File: config.mk
export PLATFORM = sky130hd
export DESIGN_NAME = cdb_arbiter
export DESIGN_NICKNAME = d
export VERILOG_FILES = /design/src/rtl/cdb_pkg.sv /design/src/rtl/cdb_fifo.sv /design/src/rtl/cdb_arbiter.sv
export SDC_FILE = /design/constraint.sdc
export NUM_CORES = 1
export LEC_CHECK = 0
export ABC_CLOCK_PERIOD_IN_PS = 7700
export BUFFER_PORTS_ARGS = -buffer_cell sky130_fd_sc_hd__buf_4
export CAP_MARGIN = 0
export CORE_MARGIN = 8
export CORE_UTILIZATION = 50
export DETAILED_ROUTE_END_ITERATION = 6
export PLACE_DENSITY = 0.74
export SLEW_MARGIN = 25
export SYNTH_ARGS = -nofsm -noshare
export SYNTH_HDL_FRONTEND = slang
export SYNTH_SLANG_ARGS = --single-unit
File: constraint.sdc
create_clock -name clk_in -period 7.7 [get_ports clk_in]
set_input_delay 0.77 -clock clk_in [delete_from_list [all_inputs] [get_ports clk_in]]
set_output_delay 0.77 -clock clk_in [all_outputs]
set_load 0.03 [all_outputs]
File: src/rtl/cdb_pkg.sv
// Shared definitions for the common-data-bus arbiter: commit op classes,
// payload layout and the per-requester FIFO depth.
package cdb_pkg;

  localparam int CDB_FIFO_DEPTH = 2;

  typedef enum logic [2:0] {
    OP_WRITE   = 3'b000,
    OP_JUMP    = 3'b001,
    OP_BOTH    = 3'b010,
    OP_LS      = 3'b011,
    OP_NOTHING = 3'b100
  } cdb_op_e;

  // Fixed-width part of a result; tag and RS index widths come from the top.
  typedef struct packed {
    logic [2:0]  op;
    logic [4:0]  rd;
    logic [31:0] wdata;
    logic [31:0] jump;
  } cdb_body_t;

  // Packed payload is {tag, body, index}.
  function automatic int cdb_payload_w(input int rob_w, input int rs_w);
    return rob_w + $bits(cdb_body_t) + rs_w;
  endfunction

endpackage

File: src/rtl/cdb_fifo.sv
// Two-entry result FIFO, one per requester; flush and push/pop act only
// when rdy_in is high.
module cdb_fifo
  import cdb_pkg::*;
#(
  parameter int W = 8
) (
  input  logic         clk_in,
  input  logic         rst_in,
  input  logic         rdy_in,
  input  logic         flush,
  input  logic         push,
  input  logic [W-1:0] din,
  input  logic         pop,
  output logic [W-1:0] dout,
  output logic         full,
  output logic         empty
);

  logic [W-1:0] mem [CDB_FIFO_DEPTH];
  logic         wr_ptr, rd_ptr;
  logic [1:0]   count;
  logic         do_push, do_pop;

  assign full    = (count == 2'(CDB_FIFO_DEPTH));
  assign empty   = (count == 2'd0);
  assign dout    = mem[rd_ptr];
  assign do_push = push && !full && !flush && rdy_in;
  assign do_pop  = pop && !empty && !flush && rdy_in;

  always_ff @(posedge clk_in or posedge rst_in) begin
    if (rst_in) begin
      wr_ptr <= 1'b0;
      rd_ptr <= 1'b0;
      count  <= 2'd0;
    end else if (rdy_in) begin
      if (flush) begin
        wr_ptr <= 1'b0;
        rd_ptr <= 1'b0;
        count  <= 2'd0;
      end else begin
        if (do_push) wr_ptr <= ~wr_ptr;
        if (do_pop)  rd_ptr <= ~rd_ptr;
        case ({do_push, do_pop})
          2'b10:   count <= count + 2'd1;
          2'b01:   count <= count - 2'd1;
          default: ;
        endcase
      end
    end
  end

  // Storage carries no reset; count alone says what is valid.
  always_ff @(posedge clk_in) begin
    if (do_push) mem[wr_ptr] <= din;
  end

endmodule

File: src/rtl/cdb_arbiter.sv
// Round-robin arbiter sharing the ROB result-write port among NUM_REQ
// execution units, each buffered by a private 2-entry FIFO.
module cdb_arbiter
  import cdb_pkg::*;
#(
  parameter int NUM_REQ   = 3,
  parameter int ROB_WIDTH = 4,
  parameter int RS_WIDTH  = 2
) (
  input  logic                          clk_in,
  input  logic                          rst_in,
  input  logic                          rdy_in,
  input  logic                          clear,
  input  logic [NUM_REQ-1:0]            req_valid,
  output logic [NUM_REQ-1:0]            req_ready,
  input  logic [NUM_REQ*ROB_WIDTH-1:0]  req_tag,
  input  logic [NUM_REQ*3-1:0]          req_op,
  input  logic [NUM_REQ*5-1:0]          req_rd,
  input  logic [NUM_REQ*32-1:0]         req_wdata,
  input  logic [NUM_REQ*32-1:0]         req_jump,
  input  logic [NUM_REQ*RS_WIDTH-1:0]   req_index,
  output logic                          to_rob,
  output logic [ROB_WIDTH-1:0]          to_rob_tag,
  output logic [2:0]                    to_rob_op,
  output logic [4:0]                    to_rob_rd,
  output logic [31:0]                   to_rob_wdata,
  output logic [31:0]                   to_rob_jump,
  output logic [RS_WIDTH-1:0]           to_rob_index
);

  localparam int PW  = cdb_payload_w(ROB_WIDTH, RS_WIDTH);
  localparam int RRW = $clog2(NUM_REQ);

  logic [NUM_REQ-1:0]         full, empty, push, pop;
  logic [NUM_REQ-1:0][PW-1:0] din, dout;
  logic [RRW-1:0]             rr_last, winner, idx;
  logic [RRW:0]               sum;
  logic                       grant_vld;

  for (genvar g = 0; g < NUM_REQ; g++) begin : g_req
    assign din[g] = {req_tag[g*ROB_WIDTH +: ROB_WIDTH], req_op[g*3 +: 3],
                     req_rd[g*5 +: 5], req_wdata[g*32 +: 32],
                     req_jump[g*32 +: 32], req_index[g*RS_WIDTH +: RS_WIDTH]};
    // Ready depends only on registered count and the global enable.
    assign req_ready[g] = !full[g] && rdy_in;
    assign push[g]      = req_valid[g] && req_ready[g] && !clear;
    assign pop[g]       = grant_vld && (winner == RRW'(g)) && !clear;

    cdb_fifo #(.W(PW)) u_fifo (
      .clk_in (clk_in),
      .rst_in (rst_in),
      .rdy_in (rdy_in),
      .flush  (clear),
      .push   (push[g]),
      .din    (din[g]),
      .pop    (pop[g]),
      .dout   (dout[g]),
      .full   (full[g]),
      .empty  (empty[g])
    );
  end

  // Scan starts just after the last winner and wraps once around.
  always_comb begin
    grant_vld = 1'b0;
    winner    = '0;
    sum       = '0;
    idx       = '0;
    for (int k = 1; k <= NUM_REQ; k++) begin
      sum = {1'b0, rr_last} + (RRW+1)'(k);
      if (sum >= (RRW+1)'(NUM_REQ)) sum = sum - (RRW+1)'(NUM_REQ);
      idx = sum[RRW-1:0];
      if (!grant_vld && !empty[idx]) begin
        grant_vld = 1'b1;
        winner    = idx;
      end
    end
  end

  always_ff @(posedge clk_in or posedge rst_in) begin
    if (rst_in) begin
      to_rob       <= 1'b0;
      to_rob_tag   <= '0;
      to_rob_op    <= '0;
      to_rob_rd    <= '0;
      to_rob_wdata <= '0;
      to_rob_jump  <= '0;
      to_rob_index <= '0;
      rr_last      <= RRW'(NUM_REQ-1);
    end else if (rdy_in) begin
      if (clear) begin
        to_rob <= 1'b0;
      end else if (grant_vld) begin
        to_rob  <= 1'b1;
        rr_last <= winner;
        {to_rob_tag, to_rob_op, to_rob_rd, to_rob_wdata, to_rob_jump,
         to_rob_index} <= dout[winner];
      end else begin
        to_rob <= 1'b0;
      end
    end
  end

endmodule

# After elaboration in Yosys (flattened, before gate mapping)
# Memories as Yosys holds them, arrays and structs flattened.
# Index checks and enable logic that the tools add are counted.
totals:
  reg_bits: 93
  mem_bits_rw: 468
  inputBits: 241
  out_inout_bits: 82
  word_cells: 168
  memories: 3
mem_list:
  columns: ["memory", "depth", "word_bits", "rd", "rd_clocked_by_memory_dff", "wr", "line_no", "rtl"]
  rows:
  - ["g_req[0].u_fifo.mem", 2, 78, 1, 0, 1, "cdb_fifo.sv:20", "logic [W-1:0] mem [CDB_FIFO_DEPTH];"]
  - ["g_req[1].u_fifo.mem", 2, 78, 1, 0, 1, "cdb_fifo.sv:20", null]
  - ["g_req[2].u_fifo.mem", 2, 78, 1, 0, 1, "cdb_fifo.sv:20", null]
classes:
  add_sub_neg: 12
  order_cmp: 7
  n_eq_ne: 11
  mux: 43
  n_bitwise: 7
  reduce_logical: 68
ops:
  columns: ["operator", "count"]
  rows:
  - ["$bmux W78 S2", 1]
  - ["$mux W78", 1]
  - ["$logic_and A1 B1 Y1", 35]
  - ["$mux W1", 26]
  - ["$mux W2", 9]
  - ["$reduce_and A2 Y1", 9]
  - ["$eq A2 B2 Y1 const B", 7]
  - ["$lt A2 B3 Y1 const B", 4]
  - ["$pmux W2 S2", 3]
  - ["$reduce_bool A2 Y1", 6]
  - ["$logic_not A1 Y1", 10]
  - ["$ge A3 B2 Y1 const B", 3]
  - ["$reduce_bool A3 Y1", 3]
  - ["$eq A2 B1 Y1 const B", 4]
  - ["$logic_not A2 Y1", 4]
  - ["$not A1 Y1", 7]
  - ["$add A2 B1 Y2 const B", 3]
  - ["$add A2 B2 Y3 const B", 2]
  - ["$bmux W1 S2", 3]
  - ["$sub A2 B1 Y2 const B", 3]
  - ["$sub A2 B2 Y2 const B", 3]
  - ["$add A2 B1 Y3 const B", 1]
  - ["$reduce_and A3 Y1", 1]

# Logic depth before layout (Yosys ltp)
logic_depth:
  word_depth: 20
  depth_mapped: 12
  ltp_nobuf: 8

# By module
# A second synthesis with hierarchy kept.
hier_totals:
  cells_unflattened: 1326
  hier_area_um2: 22786.9
by_module_without_submodules:
  columns: ["module", "n_inst", "cells_each", "area_each_um2", "seq_area_each_um2"]
  rows:
  - ["cdb_fifo", 3, 273, 5938.2, 4784.6]
  - ["cdb_arbiter", 1, 507, 4972.3, 2028.2]

# Worst setup path before layout
# OpenSTA, ideal clock, no wires.
synth_timing:
  kind: "input -> register"
  start: "input port clear"
  end: "memory g_req[2].u_fifo.mem[0][0] (netlist name) (enable)"
  setup_ps: 515
  t_arrival_ps: 4730
  required_time_ps: 7185
  setup_slack_ps: 2454
  stages: 4
  n_path_buf: 1
  cell_sequence: "clkbuf_1 > nor2_1 > nand3_1 > nor2_1"
synth_via:
  elab_chain_cells: 7
synth_rtl:
  columns: ["element", "line_no", "rtl"]
  rows:
  - ["start, declared", "cdb_arbiter.sv:13", "input logic clear,"]
  - ["$logic_not A1 Y1 *", "cdb_fifo.sv:28, cdb_arbiter.sv:46", null]
  - ["$logic_and A1 B1 Y1", "cdb_arbiter.sv:46", "assign push[g] = req_valid[g] && req_ready[g] && !clear;"]
  - ["$logic_and A1 B1 Y1", "cdb_fifo.sv:28", "assign do_push = push && !full && !flush && rdy_in;"]
  - ["$logic_and A1 B1 Y1 * (2 in a row)", "cdb_fifo.sv:28", null]
  - ["$mux W1 *", "cdb_fifo.sv:55", "if (do_push) mem[wr_ptr] <= din;"]
  - ["$mux W1 (implied by the code) *", "cdb_fifo.sv:55", null]
  - ["end, declared", "cdb_fifo.sv:20", null]
# Every way passes the cells marked *; elsewhere a longest branch is shown, timed or not.

# Worst setup path in the final report
layout_timing:
  start: "register rr_last[0]"
  end: "register g_req[1].u_fifo.count[0]"
layout_via:
  elab_chain_cells: 20
  elab_cells_between_ends: 41
  classes_between: "add/sub: 6; order compare: 3; eq/ne: 3; mux: 17; reduce/logical: 12"
layout_rtl:
  columns: ["element", "line_no", "rtl"]
  rows:
  - ["start, declared", "cdb_arbiter.sv:36", "logic [RRW-1:0] rr_last, winner, idx;"]
  - ["start signal, assigned", "cdb_arbiter.sv:89", "rr_last <= RRW'(NUM_REQ-1);"]
  - ["start signal, assigned", "cdb_arbiter.sv:95", "rr_last <= winner;"]
  - ["$add A2 B2 Y3", "cdb_arbiter.sv:70", "sum = {1'b0, rr_last} + (RRW+1)'(k);"]
  - ["$ge A3 B2 Y1 / $sub A2 B2 Y2 (equally long branches)", "cdb_arbiter.sv:71", "if (sum >= (RRW+1)'(NUM_REQ)) sum = sum - (RRW+1)'(NUM_REQ);"]
  - ["$mux W2", "cdb_arbiter.sv:71", null]
  - ["$bmux W1 S2", "cdb_arbiter.sv:73", "if (!grant_vld && !empty[idx]) begin"]
  - ["$mux W1 (implied by the code)", "cdb_arbiter.sv:73", null]
  - ["$logic_not A1 Y1", "cdb_arbiter.sv:73", null]
  - ["$logic_and A1 B1 Y1", "cdb_arbiter.sv:73", null]
  - ["$mux W1", "cdb_arbiter.sv:73", null]
  - ["$logic_not A1 Y1", "cdb_arbiter.sv:73", null]
  - ["$logic_and A1 B1 Y1", "cdb_arbiter.sv:73", null]
  - ["$mux W2", "cdb_arbiter.sv:73", null]
  - ["$eq A2 B1 Y1", "cdb_arbiter.sv:47", "assign pop[g] = grant_vld && (winner == RRW'(g)) && !clear;"]
  - ["$logic_and A1 B1 Y1 * (2 in a row)", "cdb_arbiter.sv:47", null]
  - ["$logic_and A1 B1 Y1 * (3 in a row)", "cdb_fifo.sv:29", "assign do_pop = pop && !empty && !flush && rdy_in;"]
  - ["$eq A2 B1 Y1 / $eq A2 B2 Y1 (equally long branches)", "cdb_fifo.sv:44", "case ({do_push, do_pop})"]
  - ["$pmux W2 S2 / $reduce_bool A3 Y1 (equally long branches)", null, null]
  - ["$mux W2 / $reduce_and A2 Y1 (equally long branches)", null, null]
  - ["end signal, assigned", "cdb_fifo.sv:45", "2'b10: count <= count + 2'd1;"]
  - ["end signal, assigned", "cdb_fifo.sv:46", "2'b01: count <= count - 2'd1;"]
  - ["end, declared", "cdb_fifo.sv:22", "logic [1:0] count;"]
# Every way passes the cells marked *; elsewhere a longest branch is shown, timed or not. The select of a mux whose other input is x is not followed.
# A chain may end at the register's enable or synchronous reset.

==> metrics <==
Leak=9.57 nW; Mapped Area=22400 um^2; Setup TNS=0 ps; kind of critical path=reg2reg; full die area=51800 um^2; via count=roughly 14000; number of max-cap violations=0; drc violations=0; Primary FF master, synth=edfxtp_1; clock sinks=561; Worst-Skew Late Latency=approximately 600 ps; final setup vio count=0; port bufs=322; IO Count=approximately 320; most numerous cell in the Yosys netlist=edfxtp_1; syn_nets=around 1700; Initial Utilization=50.6%; total chip power=11.2 mW; Syn Inst Count=1430; critical path peak fanout=48; placer congestion estimate=0.821; largest net degree at the start of global routing=86; Final Util=61.4%; post-route ant nets=0; Final Cycle Share=58.2%; arrival time at the worst endpoint=4990 ps; final instance area=approximately 27000 um^2; CP max stage cell=o32a_2; clk buf depth=3; Die Ht=around 230 um; routed vias/inst=5.91; Setup Fix Bufs, Post-CTS=0; Nets=1968; cell area after placement=25400 um^2; Final Hold Fails=0; Final Skew=11.2 ps; cts repair resizes=0; CTS tree=yes; Hold Path Class=in2async; Die Span X=approximately 230 um; H-tree depth=2; Slew HR=about 30%; first-pass GRT wire length=87.7 mm; Slew Viols, Final=0; top post-synthesis cells by count=edfxtp_1, mux2i_1, o21ai_0, dfrtp_1, nand2_1; post-DP HPWL=36.0 mm; site row count=77; asr flop ratio synth=16.6%; crit end category=register; RSZ-0062 raised after global routing=no; initial antenna violation count=5; Post-synth EDFFs=~470; Worst-Margin Slew=1060 ps; Power per Cell Area=414 nW/um^2; status=finished clean; Synth Register Bits=561; leading area contributor after synthesis=edfxtp_1; gr ovfl total=0; Syn Area/Cell=around 16 um^2; WP buf/inv=2; 1st-iter DRT viols=1402; crit start category=register; CTS clk-pin slew, worst paths=around 60 ps; CP Cell Sequence=inv_1 > ha_1 > and2_1 > a211oi_2 > o32a_2 > buf_4 > nand4_4 > o221a_2 > o211ai_1; drt wl/cell=25.2 um; Root Buffer=clkbuf_16; post-synth top area share=62.8%; Layout area overhead=21.2%; critical path's top delay family=compound AO/OA/AOI/OAI gates; worst vdd ir=862 uV; GRT Util Overall=22.4%; core area=roughly 44000 um^2; routed wire length=59.6 mm; fmax=223 MHz; share of cells above drive strength 1=29.5%; DR pass1 iterations=7; CP required=between 8000 and 9000 ps; hold bufs inserted after CTS=0; Yosys warning count=0; register area share after synthesis=between 70% and 80%; total CTS buffers=56; top cells by area, synth=edfxtp_1, dfrtp_1, mux2i_1; max incr delay on CP=810 ps; vias in the first global route=around 14000; shortest period the worst path allows=4480 ps; post-synth cell types=65
[report_power, final]
part | internal, mW | switching, mW | leakage (nW)
registers | 3.66 | 0.313 | 5.42
clock network | 1.49 | 1.11 | 0.841
logic | 1.58 | 3.10 | 3.31
[area by class of cell]
type / count / area, um^2
multi-input combinational: 749 / 5610
tap: 592 / 741
antenna: 6 / 15.0
fill: 3230 / 17100
clock inverter: 18 / 148
timing repair buffer: 342 / 2590
inverter: 13 / 51.3
sequential: 561 / 16400
clock buffer: 85 / 1590
[cell usage in the layout (no fill, tap or decap), types with 6 or more instances in the layout]
| cell | count |
|---|---|
| a21oi_1 | 12 |
| mux2i_1 | 160 |
| o21ai_0 | 95 |
| dfrtp_1 | 89 |
| a32oi_1 | 78 |
| clkbuf_1 | 23 |
| mux2_2 | 78 |
| edfxtp_1 | 468 |
| buf_4 | 339 |
| inv_1 | 12 |
| clkbuf_16 | 58 |
| nand3_1 | 81 |
| nand2_1 | 88 |
| nor2_4 | 6 |
| clkinv_2 | 6 |
| diode_2 | 6 |
| clkinv_1 | 7 |
| o21ai_1 | 67 |
| nor2_1 | 12 |
[final timing paths]
| check | endpoint | startpoint | depth (start not counted) | slack (ps) |
|---|---|---|---|---|
| max | g_req[1].u_fifo.count[0]$_DFFE_PP0P_ | rr_last[0]$_DFFE_PP0P_ | 9 | 3220 |
| min | to_rob_wdata[11]$_DFFE_PP0P_ | rst_in | 2 | 270 |
| max reg2reg | g_req[1].u_fifo.count[0]$_DFFE_PP0P_ | rr_last[0]$_DFFE_PP0P_ | 9 | 3220 |
| min reg2reg | to_rob_jump[20]$_DFFE_PP0P_ | to_rob_jump[20]$_DFFE_PP0P_ | 2 | 480 |
| max in group asynchronous | to_rob_wdata[18]$_DFFE_PP0P_ | rst_in | 3 | 6090 |
| min in group clk_in | g_req[2].u_fifo.mem[0][50]$_DFFE_PP_ | req_wdata[80] | 1 | 350 |
[sequential cells by signal, summed over array words and instances, names as in the netlist]
register and cells:
g_req.u_fifo.mem 468, to_rob_jump 32, to_rob_wdata 32, g_req.u_fifo.count 6, to_rob_rd 5, to_rob_tag 4, g_req.u_fifo.rd_ptr 3, g_req.u_fifo.wr_ptr 3
to_rob_op 3, rr_last 2, to_rob_index 2, to_rob 1
[routing by layer]
| layer | wire (um) | track usage (%) | vias up |
|---|---|---|---|
| met1 | 23500 | 29.0 | 7063 |
| li1 | - | - | 6175 |
| met5 | 28 | 0 | - |
| met2 | 30100 | 38.1 | 627 |
| met3 | 4600 | 3.81 | 107 |
| met4 | 1360 | 7.66 | 4 |
[kinds of logic after synthesis]
kind of cell / count (synthesis) / synth area share [%]
AO/OA/AOI/OAI: 287 / 8.44
flip-flops: 561 / 73.1
adder cells (fa/ha/maj): 4 / 0.223
multiplexers: 238 / 11.1
buffers and inverters: 120 / 2.23
AND/OR/NAND/NOR: 218 / 4.81
XOR/XNOR: 2 / 0.0782
[stage by stage]
| stage | hold WS, ps | instances | worst slack, ps |
|---|---|---|---|
| final | 267 | 2366 | 3220 |
| after global placement | 470 | 2256 | 3460 |
| after floorplan | 474 | 1430 | 2450 |
| after global routing | 304 | 2363 | 3020 |
| after detailed placement | 473 | 2257 | 3280 |
| after CTS | 266 | 2360 | 3270 |
Note: power is estimated with default switching activity, not from simulation.
